## config.mk

```make
export PLATFORM = sky130hd
export DESIGN_NAME = rgb_pattern_gen
export DESIGN_NICKNAME = d
export VERILOG_FILES = /design/src/rtl/rgb_pattern_gen_pkg.sv /design/src/rtl/rgb_box_mover.sv /design/src/rtl/rgb_pattern_gen.sv
export SDC_FILE = /design/constraint.sdc
export NUM_CORES = 1
export LEC_CHECK = 0
export BUFFER_PORTS_ARGS = -buffer_cell sky130_fd_sc_hd__clkbuf_2
export CELL_PAD_IN_SITES_DETAIL_PLACEMENT = 0
export CELL_PAD_IN_SITES_GLOBAL_PLACEMENT = 1
export CORE_UTILIZATION = 46
export CTS_CLUSTER_DIAMETER = 50
export DETAILED_ROUTE_END_ITERATION = 8
export PLACE_DENSITY = 0.79
export SETUP_SLACK_MARGIN = 0.1
export SYNTH_ARGS = -nofsm -noshare
export SYNTH_HDL_FRONTEND = slang
export SYNTH_SLANG_ARGS = --single-unit
```

## constraint.sdc

```tcl
create_clock -name rgb_clk -period 2.6 [get_ports rgb_clk]
set_input_delay 0.52 -clock rgb_clk [delete_from_list [all_inputs] [get_ports rgb_clk]]
set_output_delay 0.52 -clock rgb_clk [all_outputs]
set_load 0.05 [all_outputs]
```

## src/rtl/rgb_pattern_gen_pkg.sv

```systemverilog
// ============================================================================
// rgb_pattern_gen_pkg : shared pattern indices and RGB565 colour constants
// Rev 1.0
// ============================================================================
`default_nettype none

package rgb_pattern_gen_pkg;

  typedef enum logic [1:0] {
    PAT_BARS = 2'd0,
    PAT_GRID = 2'd1,
    PAT_GRAD = 2'd2,
    PAT_BOX  = 2'd3
  } pattern_e;

  localparam logic [15:0] COLOR_WHITE   = 16'hFFFF;
  localparam logic [15:0] COLOR_YELLOW  = 16'hFFE0;
  localparam logic [15:0] COLOR_CYAN    = 16'h07FF;
  localparam logic [15:0] COLOR_GREEN   = 16'h07E0;
  localparam logic [15:0] COLOR_MAGENTA = 16'hF81F;
  localparam logic [15:0] COLOR_RED     = 16'hF800;
  localparam logic [15:0] COLOR_BLUE    = 16'h001F;
  localparam logic [15:0] COLOR_BLACK   = 16'h0000;

  function automatic logic [15:0] bar_color(input logic [2:0] bar);
    case (bar)
      3'd0:    return COLOR_WHITE;
      3'd1:    return COLOR_YELLOW;
      3'd2:    return COLOR_CYAN;
      3'd3:    return COLOR_GREEN;
      3'd4:    return COLOR_MAGENTA;
      3'd5:    return COLOR_RED;
      3'd6:    return COLOR_BLUE;
      default: return COLOR_BLACK;
    endcase
  endfunction

endpackage

`default_nettype wire

```

## src/rtl/rgb_box_mover.sv

```systemverilog
// ============================================================================
// rgb_box_mover : bouncing-box position, per-frame motion and pixel hit test
// Rev 1.0
// ============================================================================
`default_nettype none

module rgb_box_mover #(
  parameter int H_ACTIVE = 800,
  parameter int V_ACTIVE = 480,
  parameter int BOX_SIZE = 64,
  parameter int BOX_STEP = 4
) (
  input  logic        clk,
  input  logic        rst,
  input  logic        fe,
  input  logic        enable,
  input  logic [10:0] x,
  input  logic [10:0] y,
  output logic        hit
);

  localparam logic [11:0] MAX_X = 12'(H_ACTIVE - BOX_SIZE);
  localparam logic [11:0] MAX_Y = 12'(V_ACTIVE - BOX_SIZE);
  localparam logic [11:0] STEP  = 12'(BOX_STEP);
  localparam logic [11:0] SIZE  = 12'(BOX_SIZE);

  logic [11:0] box_x;
  logic [11:0] box_y;
  logic        dir_x;
  logic        dir_y;
  logic [12:0] next_x;
  logic [12:0] next_y;
  logic [11:0] px;
  logic [11:0] py;

  // Returns {new_pos, new_dir}; dir 1 means moving towards larger coordinates.
  function automatic logic [12:0] step_axis(input logic [11:0] pos,
                                            input logic        dir,
                                            input logic [11:0] max);
    if (dir) begin
      if (pos + STEP > max) return {max, 1'b0};
      else                  return {pos + STEP, 1'b1};
    end else begin
      if (pos < STEP)       return {12'd0, 1'b1};
      else                  return {pos - STEP, 1'b0};
    end
  endfunction

  assign next_x = step_axis(box_x, dir_x, MAX_X);
  assign next_y = step_axis(box_y, dir_y, MAX_Y);

  always_ff @(posedge clk or posedge rst) begin
    if (rst) begin
      box_x <= '0;
      box_y <= '0;
      dir_x <= 1'b1;
      dir_y <= 1'b1;
    end else if (fe && enable) begin
      {box_x, dir_x} <= next_x;
      {box_y, dir_y} <= next_y;
    end
  end

  assign px  = {1'b0, x};
  assign py  = {1'b0, y};
  assign hit = (px >= box_x) && (px < box_x + SIZE) &&
               (py >= box_y) && (py < box_y + SIZE);

endmodule

`default_nettype wire

```

## src/rtl/rgb_pattern_gen.sv

```systemverilog
// ============================================================================
// rgb_pattern_gen : 2-stage RGB565 test-pattern source with frame-aligned switching
// Rev 1.0
// ============================================================================
`default_nettype none

module rgb_pattern_gen
  import rgb_pattern_gen_pkg::*;
#(
  parameter int H_ACTIVE    = 800,
  parameter int V_ACTIVE    = 480,
  parameter int VS_POL      = 0,
  parameter int AUTO_FRAMES = 120,
  parameter int BOX_SIZE    = 64,
  parameter int BOX_STEP    = 4
) (
  input  logic        rgb_clk,
  input  logic        rgb_rst,
  input  logic        rgb_hs_i,
  input  logic        rgb_vs_i,
  input  logic        rgb_de_i,
  input  logic [10:0] rgb_x,
  input  logic [10:0] rgb_y,
  input  logic        auto_en,
  input  logic        next_pulse,
  output logic        rgb_hs,
  output logic        rgb_vs,
  output logic        rgb_de,
  output logic [4:0]  rgb_r,
  output logic [5:0]  rgb_g,
  output logic [4:0]  rgb_b,
  output logic [1:0]  pattern
);

  localparam logic       VS_LVL    = (VS_POL != 0);
  localparam logic [7:0] AUTO_LAST = 8'(AUTO_FRAMES - 1);

  pattern_e    pattern_q;
  logic [7:0]  frame_cnt;
  logic        pending;
  logic        fe;
  logic        auto_adv;

  logic        hs_d1;
  logic        vs_d1;
  logic        de_d1;
  logic [2:0]  bar_d1;
  logic        grid_d1;
  logic        box_d1;
  logic [4:0]  grad_r_d1;
  logic [5:0]  grad_g_d1;

  logic [2:0]  bar;
  logic        grid_hit;
  logic        box_hit;
  logic [15:0] color;

  // vs_d1 doubles as the registered copy of vsync used for edge detection.
  assign fe       = (vs_d1 != VS_LVL) && (rgb_vs_i == VS_LVL);
  assign auto_adv = auto_en && fe && (frame_cnt == AUTO_LAST);

  always_ff @(posedge rgb_clk or posedge rgb_rst) begin
    if (rgb_rst) begin
      pattern_q <= PAT_BARS;
      frame_cnt <= '0;
      pending   <= 1'b0;
    end else begin
      if (!auto_en)
        frame_cnt <= '0;
      else if (fe)
        frame_cnt <= auto_adv ? 8'd0 : frame_cnt + 8'd1;

      if (fe) begin
        if (pending || next_pulse || auto_adv)
          pattern_q <= pattern_e'(pattern_q + 2'd1);
        pending <= 1'b0;
      end else if (next_pulse) begin
        pending <= 1'b1;
      end
    end
  end

  assign pattern = pattern_q;

  rgb_box_mover #(
    .H_ACTIVE (H_ACTIVE),
    .V_ACTIVE (V_ACTIVE),
    .BOX_SIZE (BOX_SIZE),
    .BOX_STEP (BOX_STEP)
  ) u_box (
    .clk    (rgb_clk),
    .rst    (rgb_rst),
    .fe     (fe),
    .enable (pattern_q == PAT_BOX),
    .x      (rgb_x),
    .y      (rgb_y),
    .hit    (box_hit)
  );

  // Bar index by threshold counting: each 100-pixel boundary passed adds one.
  always_comb begin
    bar = 3'd0;
    for (int i = 1; i < 8; i++)
      if (rgb_x >= 11'(i * 100)) bar = 3'(i);
  end

  assign grid_hit = (rgb_x[4:0] == 5'd0) || (rgb_y[4:0] == 5'd0) ||
                    (rgb_x == 11'(H_ACTIVE - 1)) || (rgb_y == 11'(V_ACTIVE - 1));

  always_ff @(posedge rgb_clk or posedge rgb_rst) begin
    if (rgb_rst) begin
      hs_d1     <= 1'b0;
      vs_d1     <= 1'b0;
      de_d1     <= 1'b0;
      bar_d1    <= '0;
      grid_d1   <= 1'b0;
      box_d1    <= 1'b0;
      grad_r_d1 <= '0;
      grad_g_d1 <= '0;
    end else begin
      hs_d1     <= rgb_hs_i;
      vs_d1     <= rgb_vs_i;
      de_d1     <= rgb_de_i;
      bar_d1    <= bar;
      grid_d1   <= grid_hit;
      box_d1    <= box_hit;
      grad_r_d1 <= rgb_x[9:5];
      grad_g_d1 <= rgb_y[8:3];
    end
  end

  always_comb begin
    color = COLOR_BLACK;
    case (pattern_q)
      PAT_BARS: color = bar_color(bar_d1);
      PAT_GRID: color = grid_d1 ? COLOR_WHITE : COLOR_BLACK;
      PAT_GRAD: color = {grad_r_d1, grad_g_d1, 5'd31 - grad_r_d1};
      PAT_BOX:  color = box_d1 ? COLOR_RED : COLOR_BLUE;
      default:  color = COLOR_BLACK;
    endcase
    if (!de_d1) color = COLOR_BLACK;
  end

  always_ff @(posedge rgb_clk or posedge rgb_rst) begin
    if (rgb_rst) begin
      rgb_hs <= 1'b0;
      rgb_vs <= 1'b0;
      rgb_de <= 1'b0;
      rgb_r  <= '0;
      rgb_g  <= '0;
      rgb_b  <= '0;
    end else begin
      rgb_hs <= hs_d1;
      rgb_vs <= vs_d1;
      rgb_de <= de_d1;
      rgb_r  <= color[15:11];
      rgb_g  <= color[10:5];
      rgb_b  <= color[4:0];
    end
  end

endmodule

`default_nettype wire

```

* Yosys cells after proc, flatten, opt, wreduce, memory -nomap -nowiden *
Index checks and enable logic that the tools add are counted.

storage, ports and cells
  register bits after elaboration = 75
  output and inout port bits = 21
  word-level logic and storage cells = 100

cells by class
  magnitude comparators = 15
  reduce and logical (&&, ||, !) cells = 18
  eq/ne operators = 13
  multiplexer cells = 23
  add/sub/neg operators = 9
  bitwise logic cells = 1

operator list
  kind                                                                                   number
  16-bit one-hot mux with 7 select lines                                                 1
  13-bit 2-to-1 mux                                                                      6
  16-bit one-hot mux with 4 select lines                                                 1
  16-bit 2-to-1 mux                                                                      3
  11-bit by 9-bit greater-or-equal comparator with 1-bit output, second input constant   3
  12-bit by 3-bit adder with 12-bit output, second input constant                        2
  12-bit by 7-bit adder with 12-bit output, second input constant                        2
  11-bit by 12-bit greater-or-equal comparator with 1-bit output                         2
  11-bit by 12-bit < comparator with 1-bit output                                        2
  12-bit by 3-bit < comparator with 1-bit output, second input constant                  2
  8-bit 2-to-1 mux                                                                       3
  12-bit by 3-bit subtractor with 12-bit output, second input constant                   2
  11-bit by 10-bit greater-or-equal comparator with 1-bit output, second input constant  2
  3-bit 2-to-1 mux                                                                       6
  12-bit by 10-bit > comparator with 1-bit output, second input constant                 1
  12-bit by 9-bit > comparator with 1-bit output, second input constant                  1
  11-bit by 10-bit == test with 1-bit output, second input constant                      1
  11-bit by 9-bit == test with 1-bit output, second input constant                       1
  11-bit by 7-bit greater-or-equal comparator with 1-bit output, second input constant   1
  11-bit by 8-bit greater-or-equal comparator with 1-bit output, second input constant   1
  5-bit logical NOT                                                                      2
  3-bit == test, second input constant                                                   3
  8-bit by 1-bit adder with 8-bit output, second input constant                          1
  8-bit by 7-bit == test with 1-bit output, second input constant                        1
  other kinds (15)                                                                       29

* Depth between registers and ports, before layout *
Gate-level depths: netlist (run 1).

  depth after elaboration = 8
  mapped depth = 10

* Cells and area by module *
A second synthesis (run 1) with hierarchy kept.

second synthesis, totals
  cell total of the unflattened synthesis = 516
  area, all modules = 4720.8 um^2

by module, submodules not included
  module           seq. area each (um^2)  instances  area an instance (um^2)  cells an instance
  rgb_box_mover    553.0                  1          2651.3                   328
  rgb_pattern_gen  1226.2                 1          2069.5                   188

* Worst setup path after synthesis (run 1) *
Ideal clock, no wire load.

  kind = reg2reg
  from = register u_box.box_y[2]
  to = register u_box.box_y[7]
  period minus slack after synthesis = 2.244 ns
  slack = 0.356 ns
  arrival time = 2.105 ns
  stages on the path, launching flop included = 10
  path buffers = 1
  path through = dfrtp_1 > buf_2 > inv_1 > ha_1 > nand4bb_4 > nor4b_4 > nor2_2 > o21ai_0 > a21oi_1 > or4_1

between the ends
  cells in the longest elaborated chain, start to end = 4
  elaborated cells between the ends (all ways) = 7
  classes of those cells = 2 x add/sub; 2 x order compare; 3 x mux

RTL lines
  item                                            RTL line                                  text
  start, declared                                 rgb_box_mover.sv:28                       logic [11:0] box_y;
  start signal, assigned                          rgb_box_mover.sv:60                       {box_y, dir_y} <= next_y;
  12-bit by 3-bit adder with 12-bit output        rgb_box_mover.sv:41, rgb_box_mover.sv:42
  12-bit by 9-bit > comparator with 1-bit output  rgb_box_mover.sv:41                       if (pos + STEP > max) return {max, 1'b0};
  13-bit 2-to-1 mux                               rgb_box_mover.sv:41
  13-bit 2-to-1 mux *                             rgb_box_mover.sv:40                       if (dir) begin

Every way passes the cells marked *; elsewhere a longest branch is shown, timed or not.
A chain may end at the register's enable or synchronous reset.

* Worst setup path in the final report (run 1) *
Ends and elaborated chain as after synthesis.

==> results of run 1 <==
[critical path, stage by stage, from the launching register on]
cell and delay, ns:
dfrtp_1 0.48, ha_2 0.29, nand3_1 0.20, nor3_2 0.23, o21ai_1 0.10, a22oi_2 0.32, nor2_2 0.09, or4_1 0.53
[metal layers]
layer	track usage	vias up	wire length, um
met5	0	-	0
li1	-	2017	-
met1	0.3191	1931	5292
met2	0.3559	139	5141
met4	0.07584	0	161
met3	0.04234	14	590
[flip-flops by register name, summed over array words and instances, names as in the netlist, 2 cells and up]
signal	count
u_box.box_x	10
u_box.box_y	10
frame_cnt	8
grad_g_d1	6
rgb_g	6
grad_r_d1	5
rgb_b	5
rgb_r	5
bar_d1	3
pattern	2
[power groups by stage]
stage / Combinational [mW] / Sequential [mW] / Clock, mW
after floorplan: 1.05 / 1.86 / 0
after global placement: 1.81 / 1.52 / 0
after detailed placement: 1.84 / 1.53 / 0
after CTS: 1.84 / 1.51 / 0.822
after global routing: 2.07 / 1.56 / 0.882
final: 1.85 / 1.51 / 0.812
[logic make-up after synthesis]
group           Yosys count
buf+inv                  49
xor+xnor                 14
mux                       5
simple gates            193
fa+ha+maj                43
compound gates          149
flops                    71
[cell usage in the layout (no fill, tap or decap), types with 5 or more instances in the layout]
master / Yosys / routed
nor4_1: 5 / 5
clkbuf_8: 0 / 10
xnor2_1: 13 / 13
nand4_1: 11 / 11
nand2_1: 56 / 56
or4_1: 5 / 5
nor2_1: 25 / 25
ha_1: 43 / 41
nor3_1: 20 / 20
nor2b_1: 5 / 5
a21o_1: 8 / 8
clkbuf_2: 1 / 49
nand2b_1: 11 / 11
buf_4: 0 / 11
inv_1: 22 / 21
a211oi_1: 6 / 6
nand3_1: 17 / 17
dfrtp_1: 69 / 67
or3_1: 8 / 8
a21oi_1: 50 / 50
o21ai_0: 35 / 35
and3_1: 10 / 10
[metrics by stage]
step | util | hold slack [ns]
floorplan | - | 0.3312
global placement | 0.5178 | 0.3312
detailed placement | 0.5178 | 0.3484
CTS | 0.5345 | 0.1565
global route | 0.5353 | 0.1868
finish | 0.5353 | 0.1474
[repair_timing]
item	in CTS	in global routing
endpoints found under the hold margin	0	0
endpoints found under the setup margin	0	2
resized for setup	0	4
[worst paths after layout]
path	start	cells after the start	slack (ns)	end
worst max-delay path	u_box.box_y[2]	7	0.24	u_box.box_y[7]
worst min-delay path	rgb_rst	2	0.15	vs_d1
worst max register to register	u_box.box_y[2]	7	0.24	u_box.box_y[7]
worst min register to register	hs_d1	0	0.36	rgb_hs
max in group asynchronous	rgb_rst	3	1.87	u_box.dir_x
min in group rgb_clk	rgb_hs_i	1	0.27	hs_d1
[area by class of cell]
class,count,area share
clock inverters,3,0.003791
clock buffers,12,0.02749
multi-input cells,404,0.5161
repair buffers,61,0.06588
inverters,25,0.01777
flip-flops and latches,71,0.3374
well taps,133,0.03152
==> flow_summary.toml, run 1 <==
[setup_path]
critPathLaunchType = "flip-flop"
critPathKind = "flip-flop to flip-flop"
required_ns = 2.83
crit_arrival_ns = 2.59
endpoint_kind = "flip-flop"
cp_max_fo = 8

[sta]
layout_setup_ws_ns = 0.2409
slew_viol_final = 0
rsz0062_at_grt = "no"
tns_ns = 0
fin_crit_ns = 2.359
hold_viol = 0
finalSetupViolations = 0
fmax_mhz = 423.9
fin_skew_ns = 0.01737
post-route-period-util = 0.9073
worst_pin_slew_ns = 0.6732
max-slew-margin-rel = 0.5470

[yosys]
synth_most_common_cell = "dfrtp_1"
synth_top_cell_by_area = "dfrtp_1"
synth-simple-area-share = 0.2240
ys_seq_area_frac = 0.3778
yosysWarnings = 0
syn-cell-area_mm2 = 0.004710
synthAdderAreaFrac = 0.1142
synth_xor_area_frac = 0.02604
ys_types = 73
synth_top_family_by_area = "simple AND/OR/NAND/NOR gates"
synth_area_leaders = "dfrtp_1 (37%), ha_1 (11%), a21oi_1 (5.3%), nand2_1 (4.5%), o21ai_0 (3.7%)"
syn_inst = 524
synth_edf_count = 0
synth.avg_cell_area_um2 = 8.988
synth_mux_area_frac = 0.01408
async_flop_share = 1.000
synth_nets = 596
synthTopCellsByCount = "dfrtp_1 (69), nand2_1 (56), a21oi_1 (50), ha_1 (43), o21ai_0 (35)"
ys.flop_type = "dfrtp_1"
netlist.area_leader.share = 0.3666
synth_compound_area_frac = 0.1993
synth_seq_cells = 71

[routing]
drtIter0Drc = 143
drt-total-wl_um = 11180
drtPass1Iterations = 5
vias = 4101
drc = 0
vias_per_cell = 5.784
routedWlPerCell_um = 15.77
postRouteAntennaNets = 0

[placed_design]
dp_hpwl_um = 8272
routabilityCongestion = 0.8852
place_area_mm2 = 0.005107
portBuffers = 49
dpl.cell_count = 694
dp_slack_ns = 0.1508

[final_layout]
seq_area_mm2 = 0.001782
final_layout_size_suffix_gt1_frac = 0.1771
antennaDiodeCount = 0
multi_input_area_mm2 = 0.002725
layoutNonFillerInstCount = 709
final_nets = 644
postLayoutCellArea_mm2 = 0.005280
fillers = 887
area_growth_pct = 12.11

[die]
die_w_um = 103.2
die_h_um = 103.2
initial_core_util = 0.4774
row_count = 36
die-area_mm2 = 0.01065
ios = 50
core_mm2 = 0.009864

[global_routing]
track_usage = 0.2279
overflow = 0
antenna_found_initial = 0
grt_pass1_vias = 3748
grt_pass1_wl_um = 18540
grt_max_degree = 30

[pwr]
clkPwrFrac = 0.195
p_total_mw = 4.175
p_int_mw = 2.293
ir_drop_uv = 500.0
p_switching_mw = 1.882
p_leak_nw = 2.368
power_frac_comb = 0.443
swShare = 0.4508
power_density_mw_per_mm2 = 790.7
pwr-share-seq = 0.362

[cts]
clock-sinks = 71
clk_pin_slew_ns = 0.08
cts_max_level = 3
ctsHoldBuffers = 0
postCtsSetupBuffers = 0
cts_root_buf = "clkbuf_8"
cts_tree = "built"
clock_latency_ns = 0.36
cts_buffers = 9
clk_path_buf_depth = 2

[run]
max_cap_violations = 0

[hold_path]
worstHoldPathType = "input pin to async pin"

[run_status]
outcome = "finished, final reports clean"
No activity file was read; power rests on OpenSTA's default activity.
==> run 2: changes to the inputs <==
GPL_TIMING_DRIVEN = 0   (was unset)
REMOVE_ABC_BUFFERS = 1   (was unset)
==> flow_summary.toml, run 2 (synthesis gave the netlist of run 1 again) <==
[cts]
clk_path_buf_depth = 2
clk_pin_slew_ns = 0.08
cts_buffers = 9
clock-sinks = 71
clock_latency_ns = 0.37
ctsHoldBuffers = 0
cts_max_level = 3
cts_root_buf = "clkbuf_8"
cts_tree = "built"

[sta]
fin_crit_ns = 2.439
rsz0062_at_grt = "yes"
finalSetupViolations = 0
worst_pin_slew_ns = 0.8503
fin_skew_ns = 0.01173
layout_setup_ws_ns = 0.1606
holdWs_ns = 0.2506
fmax_mhz = 409.9
max-slew-margin-rel = 0.4332
slew_viol_final = 0
hold_viol = 0
post-route-period-util = 0.9382

[placed_design]
dp_slack_ns = -0.5732
routabilityCongestion = 0.8253
portBuffers = 49
dpl.cell_count = 682
dp_hpwl_um = 7877

[die]
core_mm2 = 0.009864
die_w_um = 103.2
row_count = 36
ios = 50
initial_core_util = 0.4774
die_h_um = 103.2
die-area_mm2 = 0.01065

[final_layout]
layout_common_cells = "dfrtp_1 (65), nand2_1 (55), a21oi_1 (50)"
final_common_cell = "dfrtp_1"
area_growth_pct = 11.08
antennaDiodeCount = 0
reg_top3 = "u_box.box_x: 10 flops, u_box.box_y: 10 flops, frame_cnt: 8 flops"
final_nets = 633
layoutNonFillerInstCount = 699
final_layout_size_suffix_gt1_frac = 0.1696

[run_status]
outcome = "finished, final reports clean"

[setup_path]
crit_arrival_ns = 2.68
cp_max_fo = 12
rr_worst_depth = 7
critPathLaunchType = "flip-flop"
critPathKind = "flip-flop to flip-flop"
r2r_start = "u_box.box_y[2]"
required_ns = 2.84
startpoint = "u_box.box_y[2]"
crit_end = "u_box.box_y[7]"
rrSetupSlack_ns = 0.16
regToRegEndpoint = "u_box.box_y[7]"
endpoint_kind = "flip-flop"

[routing]
vias = 3998
postRouteAntennaNets = 0
drc = 0
drt-total-wl_um = 10780
routedWlPerCell_um = 15.43
drtPass1Iterations = 5
drtIter0Drc = 136
vias_per_cell = 5.720

[pwr]
ir_drop_uv = 545.6
p_leak_nw = 2.345
p_total_mw = 4.233
power_density_mw_per_mm2 = 809.2

[hold_path]
min_path_cells = 1
worstHoldPathType = "input pin to flip-flop"

[global_routing]
overflow = 0
grt_pass1_wl_um = 17510
grt_max_degree = 72
track_usage = 0.2160
grt_pass1_vias = 3664
antenna_found_initial = 0

[run]
max_cap_violations = 0
run 2: changes by cell type in the layout (fill, tap and decap cells not counted), sizes merged:
cell	delta
buf	-11
clkbuf	-1
clkinv	+3
bufinv	+1
clkinvlp	-2
run 2: metrics by stage:
step	util	setup TNS, ns	instance area, um^2
after CTS	0.5294	0	5223
after detailed placement	0.5076	-1.561	5007
final	0.5303	0	5231
after global routing	0.5303	0	5231
after global placement	0.5074	-41.61	5005
after floorplan	-	0	4593
run 2: repair_timing:
action,in CTS,in global routing
endpoints found under the hold margin,0,0
buffers inserted,1,0
pin swaps,1,0
gates cloned,0,0
setup endpoints to repair,3,5
resized for setup,4,4
run 2: layout make-up:
cell class,count,area (um^2)
sequential,71,1784
clock buffer,11,141.4
inverter,25,96.34
timing repair buffer,50,252.7
tap,133,166.4
fill,935,4633
clock inverter,5,57.56
multi-input combinational,404,2733
run 2: worst min-delay path by stage:
stage	from	end	slack, ns
floorplan	hs_d1	rgb_hs	0.33
global placement	hs_d1	rgb_hs	0.33
detailed placement	hs_d1	rgb_hs	0.36
CTS	rgb_hs_i	hs_d1	0.23
global route	rgb_hs_i	hs_d1	0.23
finish	rgb_hs_i	hs_d1	0.25
run 2: critical path, stage by stage (launching register included):
cell and delay (ns):
dfrtp_2 0.49, ha_2 0.29, nand3_1 0.21, nor3_2 0.23, o21ai_1 0.10, a22oi_2 0.37
nor2_2 0.09, or4_1 0.53
run 2: report_power, final:
part	leakage [nW]	internal (mW)	switching, mW	total, mW
logic	1.38	0.583	1.20	1.78
registers	0.861	1.30	0.232	1.54
clock network	0.103	0.469	0.447	0.916
run 2: metal layers:
metal | vias to the layer above | wire (um) | global-route usage
met1 | 1883 | 5008 | 0.2779
met5 | - | 0 | 0
li1 | 1998 | - | -
met4 | 0 | 166 | 0.06284
met2 | 103 | 5052 | 0.3492
met3 | 14 | 555 | 0.06855
